--- config.mk ---
export PLATFORM = sky130hd
export DESIGN_NAME = request_unit
export DESIGN_NICKNAME = d
export VERILOG_FILES = /design/src/rtl/request_unit.sv
export SDC_FILE = /design/constraint.sdc
export NUM_CORES = 1
export LEC_CHECK = 0
export ABC_AREA = 1
export CAP_MARGIN = 20
export CORE_ASPECT_RATIO = 1.5
export CORE_MARGIN = 3
export CORE_UTILIZATION = 54
export DETAILED_ROUTE_END_ITERATION = 8
export PLACE_DENSITY = 0.84
export SLEW_MARGIN = 10
export SYNTH_ARGS = -nofsm -noshare
export SYNTH_HDL_FRONTEND = slang
export SYNTH_SLANG_ARGS = --single-unit
--- constraint.sdc ---
create_clock -name CLK -period 1.9 [get_ports CLK]
set_input_delay 0.475 -clock CLK [delete_from_list [all_inputs] [get_ports CLK]]
set_output_delay 0.475 -clock CLK [all_outputs]
set_load 0.01 [all_outputs]
--- src/rtl/request_unit.sv ---
// Memory request sequencer between the control unit and instruction/data memories.
// Issues data requests after an accepted fetch, strobes PC advance, latches halt, counts data stalls.
module request_unit (
  input  logic        CLK,
  input  logic        nRST,
  input  logic        cu_iren,
  input  logic        cu_dren,
  input  logic        cu_dwen,
  input  logic        cu_halt,
  input  logic        ihit,
  input  logic        dhit,
  output logic        imemREN,
  output logic        dmemREN,
  output logic        dmemWEN,
  output logic        pc_en,
  output logic        halt,
  output logic [15:0] stall_cnt
);

  typedef enum logic [1:0] {IDLE, DATA, HALTED} state_t;

  state_t      state, next_state;
  logic        next_ren, next_wen, next_halt;
  logic [15:0] next_stall;

  function automatic logic [15:0] sat_inc(input logic [15:0] v);
    return (v == 16'hFFFF) ? v : v + 16'd1;
  endfunction

  always_ff @(posedge CLK or negedge nRST) begin
    if (!nRST) begin
      state     <= IDLE;
      dmemREN   <= 1'b0;
      dmemWEN   <= 1'b0;
      halt      <= 1'b0;
      stall_cnt <= 16'd0;
    end else begin
      state     <= next_state;
      dmemREN   <= next_ren;
      dmemWEN   <= next_wen;
      halt      <= next_halt;
      stall_cnt <= next_stall;
    end
  end

  always_comb begin
    next_state = state;
    next_ren   = dmemREN;
    next_wen   = dmemWEN;
    next_halt  = halt;
    next_stall = stall_cnt;
    case (state)
      IDLE: begin
        // Halt decode takes priority over any data request of the same instruction.
        if (ihit) begin
          if (cu_halt) begin
            next_state = HALTED;
            next_halt  = 1'b1;
          end else if (cu_dren || cu_dwen) begin
            next_state = DATA;
            next_ren   = cu_dren & ~cu_dwen;
            next_wen   = cu_dwen;
          end
        end
      end
      DATA: begin
        if (dhit) begin
          next_state = IDLE;
          next_ren   = 1'b0;
          next_wen   = 1'b0;
        end else begin
          next_stall = sat_inc(stall_cnt);
        end
      end
      HALTED: begin
        next_ren  = 1'b0;
        next_wen  = 1'b0;
        next_halt = 1'b1;
      end
      default: next_state = IDLE;
    endcase

    // Gated by nRST so no advance strobe leaks out while reset is held.
    pc_en = nRST & (((state == IDLE) & ihit & ~cu_halt & ~cu_dren & ~cu_dwen) |
                    ((state == DATA) & dhit));
    imemREN = cu_iren & (state != HALTED);
  end

endmodule

Word level (Yosys, flattened, before mapping)
Cells that the tools add are included.
{"block": "totals", "register_bits": 21, "latchBits": 0, "ramBits": 0, "mem_bits_ro": 0, "input_bits": 8, "output_inout_bits": 21, "wordCells": 56, "n_memories": 0}
{"block": "op_classes", "n_addsub": 1, "n_mul": 0, "div_mod_pow": 0, "magnitude_cmp": 0, "eq_ne": 10, "shift": 0, "mux": 17, "bitwise": 15, "n_reduce_logical": 8}
{"op": "$add 16x1->16 const B", "n": 1}
{"op": "$eq 16x16->1 const B", "n": 1}
{"op": "$ne 2x2->1 const B", "n": 6}
{"op": "$mux 1", "n": 9}
{"op": "$and 1x1->1", "n": 8}
{"op": "$mux 2", "n": 4}
{"op": "$not 1->1", "n": 6}
{"op": "$pmux 1 s3", "n": 2}
{"op": "$pmux 2 s3", "n": 1}
{"op": "$reduce_and 3->1", "n": 2}
{"op": "$reduce_and 5->1", "n": 1}
{"op": "$reduce_and 4->1", "n": 1}
{"op": "$ne 3x3->1 const B", "n": 1}
{"op": "$reduce_bool 3->1", "n": 1}
{"op": "$eq 2x1->1 const B", "n": 1}
{"op": "$eq 2x2->1 const B", "n": 1}
{"op": "$logic_not 2->1", "n": 1}
{"op": "$pmux 1 s2", "n": 1}
{"op": "$reduce_bool 2->1", "n": 1}
{"op": "$logic_or 1x1->1", "n": 1}
{"op": "$or 1x1->1", "n": 1}

Longest topological paths before layout
Gate-level depths: netlist of run 1.
{"block": "logic_depth", "depth_word": 7, "mapped_depth": 9}

Least setup slack after synthesis of run 1
OpenSTA, ideal clock, no wires.
{"block": "synth_path", "path_kind": "register -> output", "startpoint": "reg state[0]", "endpoint": "out pc_en", "t_arrival_ns": 1.098, "slack_ns": 0.327, "stages_incl_launch_ff": 5, "path_buffers": 0, "cell_sequence": "dfrtp_1 > inv_1 > ha_1 > nand4_1 > a21boi_0"}
{"block": "synth_between", "elab_chain_len": 7, "word_cells_on_any_way": 9, "cone_classes": "1 x eq/ne; 7 x bitwise; 1 x reduce/logical"}
{"item": "from (decl)", "line": "22", "source": "state_t state, next_state;"}
{"item": "from (signal assigned)", "line": "38", "source": "state <= next_state;"}
{"item": "$logic_not 2->1", "line": "84", "source": "pc_en = nRST & (((state == IDLE) & ihit & ~cu_halt & ~cu_dren & ~cu_dwen) |"}
{"item": "$and 1x1->1 (4 in series)", "line": "84"}
{"item": "$or 1x1->1 (*)", "line": "84"}
{"item": "$and 1x1->1 (*)", "line": "84"}
{"item": "to (decl)", "line": "15", "source": "output logic pc_en,"}
Every way passes the cells marked *; elsewhere a longest branch is shown, timed or not.

Worst setup path after layout of run 1
Same ends and word-level chain as after synthesis.

==> summary.md, run 1 <==
| Metric | Value |
|---|---|
| Post-synth EDFFs | `0` |
| Area grow syn2layout | `33.2%` |
| Detailed Route WL | `between 3 and 4 mm` |
| TritonCTS buffer count | `3` |
| Yosys top cell area share | `0.394` |
| Total power | `1.49 mW` |
| Initial antenna violation count | `0` |
| Synth Area in Adders | `0.0469` |
| Final Hold Fails | `0` |
| Row count | `21` |
| Pre-antenna DRT Iters | `4` |
| PD cells | `840 mW/mm²` |
| TNS Setup | `0 ns` |
| Synth unique cells | `19` |
| Synth Area in Compound Gates | `0.0450` |
| Clock skew | `0.00795 ns` |
| Yosys top cell by area | `dfrtp_1` |
| Dominant cells by area after synthesis | `dfrtp_1, nand2_1, inv_1, nor2_1, ha_1` |
| Worst hold slack | `~0.47 ns` |
| Peak supply drop | `643 µV` |
| Ratio of cells with drive above 1 in the final layout | `0.155` |
| Reg2reg path depth | `8` |
| Main combinational cell family by area after synthesis | `simple AND/OR/NAND/NOR gates` |
| Gr usage total | `0.225` |
| IO Port Bufs | `28` |
| Worst path cell trace | `buf_6 > buf_6 > ha_4 > nand2_1 > a21boi_1 > buf_2` |
| Status | `completed` |
| Post-layout nets | `about 250` |
| Reg2reg start | `stall_cnt[0]$_DFFE_PN0P_` |
| DRC | `0` |
| Via count | `1,363` |
| Die ar. | `about 0.0031 mm²` |
| Final Instance Area | `between 0.0015 and 0.002 mm²` |
| Register-to-register setup slack | `roughly 0.29 ns` |
| Synthesized area | `around 0.0013 mm²` |
| Core ar. | `0.00229 mm²` |
| Routed WL per cell | `roughly 12 µm` |
| Slowest CP cell | `dfrtp_1` |
| Die Width | `approximately 47 µm` |
| Clock sinks | `21` |
| Top cells by count, synth | `nand2_1, inv_1, dfrtp_1, nor2_1, nand3_1` |
| Max frequency | `538 MHz` |
| Setup crit end kind | `output pin` |
| Final setup fails | `0` |
| XOR/XNOR Fraction of Synth Area | `0.0459` |
| Worst setup SP type | `flip-flop` |
| Final cell utilization of the core | `0.778` |
| Worst skew pair latency | `between 0.3 and 0.4 ns` |
| DR vias/cell | `around 5.3` |
| Post-route minimum period | `about 1.9 ns` |
| Post-Synthesis Net Count | `203` |
| Worst hold stages | `1` |
| Post-Synth Simple-Gate Area | `0.384` |
| Vias in the first global route | `1,242` |
| #FFs+latches synth | `21` |
| Min-Delay Path Class | `reg2reg` |
| Arr. time, crit path | `around 1.4 ns` |
| Clock-pin slew on the worst setup and hold paths | `around 0.11 ns` |
| Root Driver | `clkbuf_4` |
| Worst rel slew slack | `0.824` |
| WHS Endpoint | `halt$_DFFE_PN0P_` |
| CP Class | `reg2out` |
| CTS tree | `yes` |
| Final Max Tran Viols | `0` |
| Post-DP HPWL | `around 2.4 mm` |
| Largest net degree at the start of global routing | `22` |
| Reg area | `around 530 µm²` |
| CP bufs+invs | `3` |
| Number of diodes | `0` |
| Max Cap Viol | `0` |
| CP top delay family | `flip-flops` |
| Maximum clock path buffer count | `2` |
| Chip height | `66.9 µm` |
| Area of the multi-input gates | `about 720 µm²` |
| Gate Count Post-Synth | `190` |
| Worst-Margin Slew | `0.264 ns` |
| Worst R2R End | `stall_cnt[4]$_DFFE_PN0P_` |
| Post-DP Area | `around 0.0017 mm²` |
| Hold Startpoint | `halt$_DFFE_PN0P_` |
| Global-route wire length before repair | `~5 mm` |
| Post-DRT Antenna Nets | `0` |
| Post-synthesis mux area share | `0` |
| Leak pwr | `~0.86 nW` |
| Async SR Flop Fraction | `1.00` |
| I/O pin cnt | `29` |
| Routability Congestion | `~0.84` |
| Grt ovf | `0` |
| Htree depth | `1` |
| Max incr delay on CP | `0.43 ns` |
| Fillers | `roughly 180` |
| Most common cell in the netlist | `nand2_1` |
| Synth Flop Type | `dfrtp_1` |
| Post-synthesis sequential area ratio | `0.394` |
| Critical Path RT | `between 1 and 1.5 ns` |
| Period utilization | `0.978` |
| Synth warn | `0` |
| CP max FO | `2` |
| Most frequent cell on the critical path | `buf_6` |
| Starting density of the core | `0.584` |
| DR iter-0 viols | `32` |
| Mean Syn Cell Area | `7.03 µm²` |
stage by stage:
stage | instances | setup slack [ns]
final | 256 | 0.0412
after global routing | 256 | -0.00811
after CTS | 254 | 0.00320
after detailed placement | 248 | -0.499
after global placement | 248 | -0.486
after floorplan | 190 | 0.327
flip-flops by register name, indices dropped and copies added (netlist names):
| register | cells |
|---|---|
| dmemREN | 1 |
| dmemWEN | 1 |
| halt | 1 |
| stall_cnt | 16 |
| state | 2 |
per-layer routing:
layer | vias up | track usage | wire [µm]
met3 | 11 | 0.0351 | 167
met5 | - | 0 | 0
li1 | 675 | - | -
met1 | 638 | 0.227 | 1180
met2 | 39 | 0.410 | 1710
met4 | 0 | 0.125 | 112
cells in the final DEF, fill, tap and decap left out, types with 3 or more instances in the layout:
cell type,netlist,final
nand4_1,8,8
inv_2,3,5
o21ai_0,6,6
nor2_1,17,16
nor2_2,3,4
clkdlybuf4s50_1,0,24
nand2_1,73,73
ha_1,5,3
inv_1,23,21
nand2_2,4,4
clkbuf_4,0,3
xnor2_1,7,7
buf_4,0,10
nand3_1,12,12
dfrtp_1,21,19
power breakdown:
part	internal (mW)	switching (mW)	leakage [nW]
Combinational	0.338	0.336	0.566
Clock	0.0822	0.139	0.0150
Sequential	0.519	0.0802	0.278
Total	0.939	0.555	0.859
cells by family after synthesis:
family                   Yosys count
flip-flops                        21
adder cells (fa/ha/maj)            5
AND/OR/NAND/NOR                  119
AO/OA/AOI/OAI                     11
XOR/XNOR                           7
buffers and inverters             27
how the worst max path moves through the flow:
| stage | from | endpoint | slack [ns] | depth (start not counted) |
|---|---|---|---|---|
| 3_3_place_gp | cu_dwen | pc_en | -0.49 | 5 |
| 4_1_cts | cu_dren | pc_en | 0.003 | 5 |
| 3_5_place_dp | cu_dwen | pc_en | -0.50 | 5 |
| 6_report | state[0]$_DFFE_PN0P_ | pc_en | 0.04 | 6 |
| 5_1_grt | state[1]$_DFFE_PN0P_ | pc_en | -0.008 | 6 |
| 2_1_floorplan | state[0]$_DFFE_PN0P_ | pc_en | 0.33 | 4 |
what timing repair did:
item,in CTS,in global routing
pin swaps,1,2
hold endpoints to repair,0,0
buffers inserted,2,2
hold buffers,0,0
gates resized for setup,11,11
setup endpoints to repair,2,3
layout make-up:
type                    instances  share of cell area
clock buffers                   4              0.0148
inverters                      26              0.0549
multi-input cells             142               0.407
flip-flops and latches         21               0.297
well taps                      23              0.0162
repair buffers                 40               0.210
No activity file was read; power rests on OpenSTA's default activity.
==> run 2: changes to the inputs <==
--- a/config.mk
+++ b/config.mk
@@ -6,11 +6,13 @@
 export NUM_CORES = 1
 export LEC_CHECK = 0
 export ABC_AREA = 1
+export ABC_CLOCK_PERIOD_IN_PS = 1900
 export CAP_MARGIN = 20
 export CORE_ASPECT_RATIO = 1.5
 export CORE_MARGIN = 3
 export CORE_UTILIZATION = 54
 export DETAILED_ROUTE_END_ITERATION = 8
+export GPL_TIMING_DRIVEN = 0
 export PLACE_DENSITY = 0.84
 export SLEW_MARGIN = 10
 export SYNTH_ARGS = -nofsm -noshare
==> summary.md, run 2 (synthesis gave the netlist of run 1 again) <==
| Metric | Value |
|---|---|
| Status | `completed` |
| Htree depth | `1 (unchanged)` |
| Grt ovf | `0 (unchanged)` |
| Final cell utilization of the core | `0.752 (-0.0257)` |
| Routability Congestion | `0.844 (+0.39%)` |
| CP max FO | `3 (+1)` |
| Setup WS post-layout | `0.0134 ns (-0.0278 ns)` |
| Clock sinks | `21 (unchanged)` |
| Placed Cells | `241 (-2.8%)` |
| Peak supply drop | `616 µV (-4.2%)` |
| Period utilization | `0.993 (+0.0146)` |
| Most frequent cells in the layout | `nand2_1, clkdlybuf4s50_1, inv_1, dfrtp_1, nor2_1` |
| Starting density of the core | `0.584 (unchanged)` |
| Vias in the first global route | `1,324 (+6.6%)` |
| Top layer in use | `met4` |
| Final Max Tran Viols | `0 (unchanged)` |
| Worst setup SP type | `input port` |
| Number of diodes | `0 (unchanged)` |
| Clock skew | `0.0108 ns (+0.00281 ns)` |
| Arr. time, crit path | `1.41 ns (+0.03 ns)` |
| Core ar. | `0.00229 mm² (unchanged)` |
| CTS tree | `yes` |
| Worst-Margin Slew | `0.562 ns (+0.298 ns)` |
| DR vias/cell | `5.41 (+1.5%)` |
| Detailed Route WL | `3.24 mm (+2.1%)` |
| Via count | `1,346 (-1.2%)` |
| Largest regs | `stall_cnt x16, state x2` |
| IO Port Bufs | `28 (unchanged)` |
| Post-layout nets | `240 (-2.8%)` |
| Worst hold slack | `0.229 ns (-0.237 ns)` |
| Post-DP HPWL | `2.42 mm (+0.58%)` |
| Clock-pin slew on the worst setup and hold paths | `0.12 ns (about the same)` |
| Pre-antenna DRT Iters | `4 (unchanged)` |
| Area grow syn2layout | `28.8%` |
| Global-route wire length before repair | `5.12 mm (+2.3%)` |
| TritonCTS buffer count | `3 (unchanged)` |
| Final Non-Filler Cells | `249 (-2.7%)` |
| Max frequency | `530 MHz (-1.5%)` |
| WL met3 | `130 µm (-22%)` |
| Root Driver | `clkbuf_4` |
| Pre-CTS setup slack | `-1.05 ns (-0.556 ns)` |
| Post-DP Area | `0.00164 mm² (-2.7%)` |
| PD cells | `845 mW/mm² (+0.57%)` |
| Leak pwr | `0.826 nW (-3.9%)` |
| Post-CTS Hold Buffers | `0 (unchanged)` |
| Fillers | `190 (+5.0%)` |
| Final setup fails | `0 (unchanged)` |
| Largest net degree at the start of global routing | `23 (+4.5%)` |
| Wire length on met2 | `1.77 mm (+3.4%)` |
| Worst rel slew slack | `0.625 (-0.199)` |
| Unrepaired setup endpoints after global routing | `yes` |
| Post-route minimum period | `1.89 ns (+0.0278 ns)` |
| Die Width | `46.6 µm (unchanged)` |
| Chip height | `66.9 µm (unchanged)` |
| Routed WL per cell | `13.0 µm (+4.9%)` |
| DRC | `0 (unchanged)` |
| Setup crit end kind | `output pin` |
| I/O pin cnt | `29 (unchanged)` |
| Biggest register | `stall_cnt` |
| Initial antenna violation count | `0 (unchanged)` |
| Min-Delay Path Class | `in2async` |
| Critical Path RT | `1.42 ns (about the same)` |
| Worst skew pair latency | `0.31 ns (about the same)` |
| Final Instance Area | `0.00172 mm² (-3.3%)` |
| Row count | `21 (unchanged)` |
| CP Class | `in2out` |
| Max Cap Viol | `0 (unchanged)` |
| Post-DRT Antenna Nets | `0 (unchanged)` |
| Ratio of cells with drive above 1 in the final layout | `0.124 (-0.0306)` |
| Most common cell after layout, fill and taps aside | `nand2_1` |
| Maximum clock path buffer count | `2 (unchanged)` |
| Final Hold Fails | `0 (unchanged)` |
| Die ar. | `0.00312 mm² (unchanged)` |
| Gr usage total | `0.224 (-0.00101)` |
| DR iter-0 viols | `50 (+56%)` |
| WL met1 | `1.21 mm (+3.0%)` |
| Largest register FFs | `16 (unchanged)` |
[run 2: cell count changes in the layout (fill, tap and decap cells not counted)]
cell,previous run,this run
buf_8,0,1
buf_4,10,4
ha_4,2,1
buf_2,2,1
ha_1,3,4
clkdlybuf4s15_2,0,1
clkdlybuf4s50_1,24,23
clkdlybuf4s15_1,0,1
buf_6,2,0
[run 2: layer usage]
metal  track usage  vias to the layer above
met1         0.225                      618
met4         0.128                        0
met5             0                        -
li1              -                      664
met3        0.0297                       17
met2         0.410                       47
[run 2: area by class of cell]
class                           instances  area [µm²]  area share
Buffer                                  1        15.0     0.00873
Clock buffer                            4        26.3      0.0153
Inverter                               26        97.6      0.0568
Multi-Input combinational cell        142         712       0.414
Sequential cell                        21         528       0.307
Tap cell                               23        28.8      0.0167
Timing Repair Buffer                   32         312       0.181
[run 2: worst max-delay path, stage by stage]
cell and delay (ns):
clkdlybuf4s50_1 0.42, inv_1 0.11, nand4_1 0.11, a21boi_1 0.15, buf_2 0.14
[run 2: final timing paths]
path | slack, ns | to | startpoint | cells after the start
max | 0.01 | pc_en | cu_halt | 5
max in group asynchronous | 1.26 | stall_cnt[12]$_DFFE_PN0P_ | nRST | 1
min in group CLK | 0.47 | halt$_DFFE_PN0P_ | halt$_DFFE_PN0P_ | 1
min | 0.23 | state[1]$_DFFE_PN0P_ | nRST | 1
max reg2reg | 0.34 | stall_cnt[14]$_DFFE_PN0P_ | stall_cnt[0]$_DFFE_PN0P_ | 8
min reg2reg | 0.47 | halt$_DFFE_PN0P_ | halt$_DFFE_PN0P_ | 1
[run 2: power by group]
group	internal, mW	switching (mW)	leakage (nW)
Combinational	0.307	0.322	0.533
Sequential	0.517	0.0868	0.277
Clock	0.0820	0.138	0.0150
[run 2: repair_timing]
action | in CTS | in global routing
endpoints found under the setup margin | 2 | 4
pin swaps | 1 | 4
setup buffers | 1 | 3
resized for setup | 12 | 7
[run 2: stage by stage]
step           TNS (ns)  power (mW)
2_1_floorplan         0       0.908
3_3_place_gp      -1.16        1.11
3_5_place_dp      -1.22        1.14
4_1_cts         -0.0425        1.40
5_1_grt          -0.111        1.56
6_report              0        1.45
==> run 3: changes to the inputs <==
--- a/config.mk
+++ b/config.mk
@@ -6,14 +6,14 @@
 export NUM_CORES = 1
 export LEC_CHECK = 0
 export ABC_AREA = 1
-export ABC_CLOCK_PERIOD_IN_PS = 1900
+export ABC_CLOCK_PERIOD_IN_PS = 1520
 export CAP_MARGIN = 20
 export CORE_ASPECT_RATIO = 1.5
 export CORE_MARGIN = 3
-export CORE_UTILIZATION = 54
+export CORE_UTILIZATION = 45
 export DETAILED_ROUTE_END_ITERATION = 8
 export GPL_TIMING_DRIVEN = 0
-export PLACE_DENSITY = 0.84
+export PLACE_DENSITY = 0.75
 export SLEW_MARGIN = 10
 export SYNTH_ARGS = -nofsm -noshare
 export SYNTH_HDL_FRONTEND = slang
==> constraint.sdc (replaced) <==
create_clock -name CLK -period 1.52 [get_ports CLK]
set_input_delay 0.38 -clock CLK [delete_from_list [all_inputs] [get_ports CLK]]
set_output_delay 0.38 -clock CLK [all_outputs]
set_load 0.01 [all_outputs]
==> summary.md, run 3 (synthesis gave the netlist of run 1 again) <==
| Metric | Value |
|---|---|
| Status | `finished, violations left` |
| Failing checks | `negative setup slack` |
| Post-route minimum period | `1.68 ns` |
| Global-route wire length before repair | `5.95 mm (+16%)` |
| CP Class | `reg2out` |
| Post-DRT Antenna Nets | `0 (unchanged)` |
| Worst rel slew slack | `0.670 (+0.0449)` |
| Initial antenna violation count | `0 (unchanged)` |
| CTS tree | `yes` |
| Fillers | `239 (+26%)` |
| Final cell utilization of the core | `0.713 (-0.0387)` |
| Clock sinks | `21 (unchanged)` |
| Worst hold slack | `0.0657 ns (-0.164 ns)` |
| Net switching share of the total power | `0.388 (+0.0119)` |
| Worst setup SP type | `flip-flop` |
| DR iter-0 viols | `48 (-4.0%)` |
| Clock-pin slew on the worst setup and hold paths | `0.08 ns (-0.04 ns)` |
| Biggest register | `stall_cnt` |
| Post-DP HPWL | `2.36 mm (-2.5%)` |
| Die ar. | `0.00367 mm² (+18%)` |
| Most common cell after layout, fill and taps aside | `nand2_1` |
| PD cells | `1080 mW/mm² (+28%)` |
| Gr usage total | `0.209 (-0.0151)` |
| Most frequent cells in the layout | `nand2_1, dlygate4sd2_1, buf_4, inv_1, dfrtp_1` |
| TritonCTS buffer count | `3 (unchanged)` |
| Max frequency | `slightly below 600 MHz` |
| Die Width | `50.5 µm (+8.3%)` |
| IO Port Bufs | `28 (unchanged)` |
| Final Max Tran Viols | `0 (unchanged)` |
| Maximum clock path buffer count | `2 (unchanged)` |
| Switching power total | `830 µW (+52%)` |
| Worst skew pair latency | `0.27 ns (-0.04 ns)` |
| Final setup fails | `2 (+2)` |
| Largest regs | `stall_cnt x16, state x2` |
| Post-layout nets | `258 (+7.5%)` |
| Final Hold Fails | `0 (unchanged)` |
| Largest register FFs | `16 (unchanged)` |
| Number of diodes | `0 (unchanged)` |
| Gate power share | `0.483 (+0.050)` |
| Routability Congestion | `0.788 (-6.6%)` |
| Reg area | `531 µm² (+0.47%)` |
| Core ar. | `0.00276 mm² (+21%)` |
| DRC | `0 (unchanged)` |
| Area of the multi-input gates | `801 µm² (+12%)` |
| Largest net degree at the start of global routing | `23 (unchanged)` |
| Detailed Route WL | `3.82 mm (+18%)` |
| Area grow syn2layout | `47.6%` |
| Min-Delay Path Class | `in2async` |
| Via count | `1,423 (+5.7%)` |
| Setup crit end kind | `output pin` |
| Max Cap Viol | `0 (unchanged)` |
| Clock skew | `0.00330 ns (-0.00746 ns)` |
| DR vias/cell | `5.06 (-6.3%)` |
| Arr. time, crit path | `1.30 ns (-0.11 ns)` |
| Grt ovf | `0 (unchanged)` |
| Starting density of the core | `0.483 (-0.101)` |
| Row count | `23 (+9.5%)` |
| Ratio of cells with drive above 1 in the final layout | `0.258 (+0.134)` |
| Peak supply drop | `1010 µV (+64%)` |
| Leak pwr | `1.01 nW (+22%)` |
| Routed WL per cell | `13.6 µm (+4.7%)` |
| Sequential share of power | `0.337 (-0.079)` |
| Pre-antenna DRT Iters | `4 (unchanged)` |
| Vias in the first global route | `1,407 (+6.3%)` |
| Setup WS post-layout | `-0.161 ns (-0.174 ns)` |
| CP max FO | `2 (-1)` |
| Period utilization | `1.11` |
| Htree depth | `1 (unchanged)` |
| Root Driver | `clkbuf_8` |
| Critical Path RT | `1.14 ns (-0.28 ns)` |
| Chip height | `72.7 µm (+8.7%)` |
| Unrepaired setup endpoints after global routing | `yes` |
| Worst-Margin Slew | `0.495 ns (-0.0674 ns)` |
| Clock Power Share | `0.180 (+0.029)` |
| P_int | `1.31 mW (+44%)` |
| I/O pin cnt | `29 (unchanged)` |
-- run 3: cell types whose count changed in the layout (fill, tap and decap cells not counted), sizes merged --
cell,delta
dlymetal6s2s,-2
clkdlybuf4s50,-19
clkdlybuf4s15,-2
buf,+19
clkinv,+1
dlygate4sd2,+21
-- run 3: timing repair --
| action | in CTS | in global routing |
|---|---|---|
| pin swaps | 4 | 2 |
| setup buffers | 19 | 2 |
| endpoints found under the setup margin | 25 | 19 |
| hold buffers | 0 | 0 |
| gates cloned | 0 | 1 |
| gates resized for setup | 50 | 19 |
-- run 3: worst max-delay path: stages, from the launching register on --
cell and delay (ns):
dfrtp_1 0.41, inv_2 0.12, ha_4 0.15, nand4_1 0.07
a21boi_1 0.13, buf_2 0.15
-- run 3: area by class of cell --
type,instances,share of cell area
tap,37,0.0235
buffer,1,0.00762
timing repair buffer,50,0.219
sequential,21,0.269
clock buffer,3,0.0210
inverter,26,0.0508
clock inverter,1,0.00254
multi-input combinational,142,0.406
-- run 3: path summary, 6_finish.rpt --
path | start | endpoint | slack (ns) | cells after the start
setup / recovery | state[0]$_DFFE_PN0P_ | pc_en | -0.16 | 5
hold / removal | nRST | stall_cnt[3]$_DFFE_PN0P_ | 0.07 | 1
setup reg to reg | state[1]$_DFFE_PN0P_ | dmemREN$_DFFE_PN0P_ | 0.06 | 8
hold reg to reg | halt$_DFFE_PN0P_ | halt$_DFFE_PN0P_ | 0.46 | 1
max in group asynchronous | nRST | stall_cnt[0]$_DFFE_PN0P_ | 1.09 | 1
min in group CLK | halt$_DFFE_PN0P_ | halt$_DFFE_PN0P_ | 0.46 | 1
-- run 3: per-layer routing --
| layer | global-route usage | up-vias | wire length [µm] |
|---|---|---|---|
| li1 | - | 698 | - |
| met1 | 0.209 | 672 | 1360 |
| met2 | 0.404 | 42 | 2220 |
| met3 | 0.0286 | 11 | 142 |
| met4 | 0.111 | 0 | 103 |
| met5 | 0 | - | 0 |
-- run 3: per-stage QoR --
step | instances | power (mW) | setup TNS [ns] | instance area (µm²) | setup slack, ns
2_1_floorplan | 190 | 1.14 | 0 | 1340 | 0.0416
3_3_place_gp | 255 | 1.39 | -4.23 | 1660 | -1.25
3_5_place_dp | 255 | 1.41 | -5.01 | 1660 | -1.28
4_1_cts | 278 | 1.93 | -0.190 | 1850 | -0.165
5_1_grt | 281 | 2.29 | -0.454 | 1970 | -0.228
6_report | 281 | 2.14 | -0.300 | 1970 | -0.161
-- run 3: power by group through the flow --
stage | Combinational [mW] | Sequential [mW] | Clock, mW
after CTS | 0.828 | 0.712 | 0.390
after global routing | 1.14 | 0.735 | 0.413
after floorplan | 0.365 | 0.770 | 0
after detailed placement | 0.659 | 0.754 | 0
after global placement | 0.638 | 0.751 | 0
final | 1.03 | 0.720 | 0.385
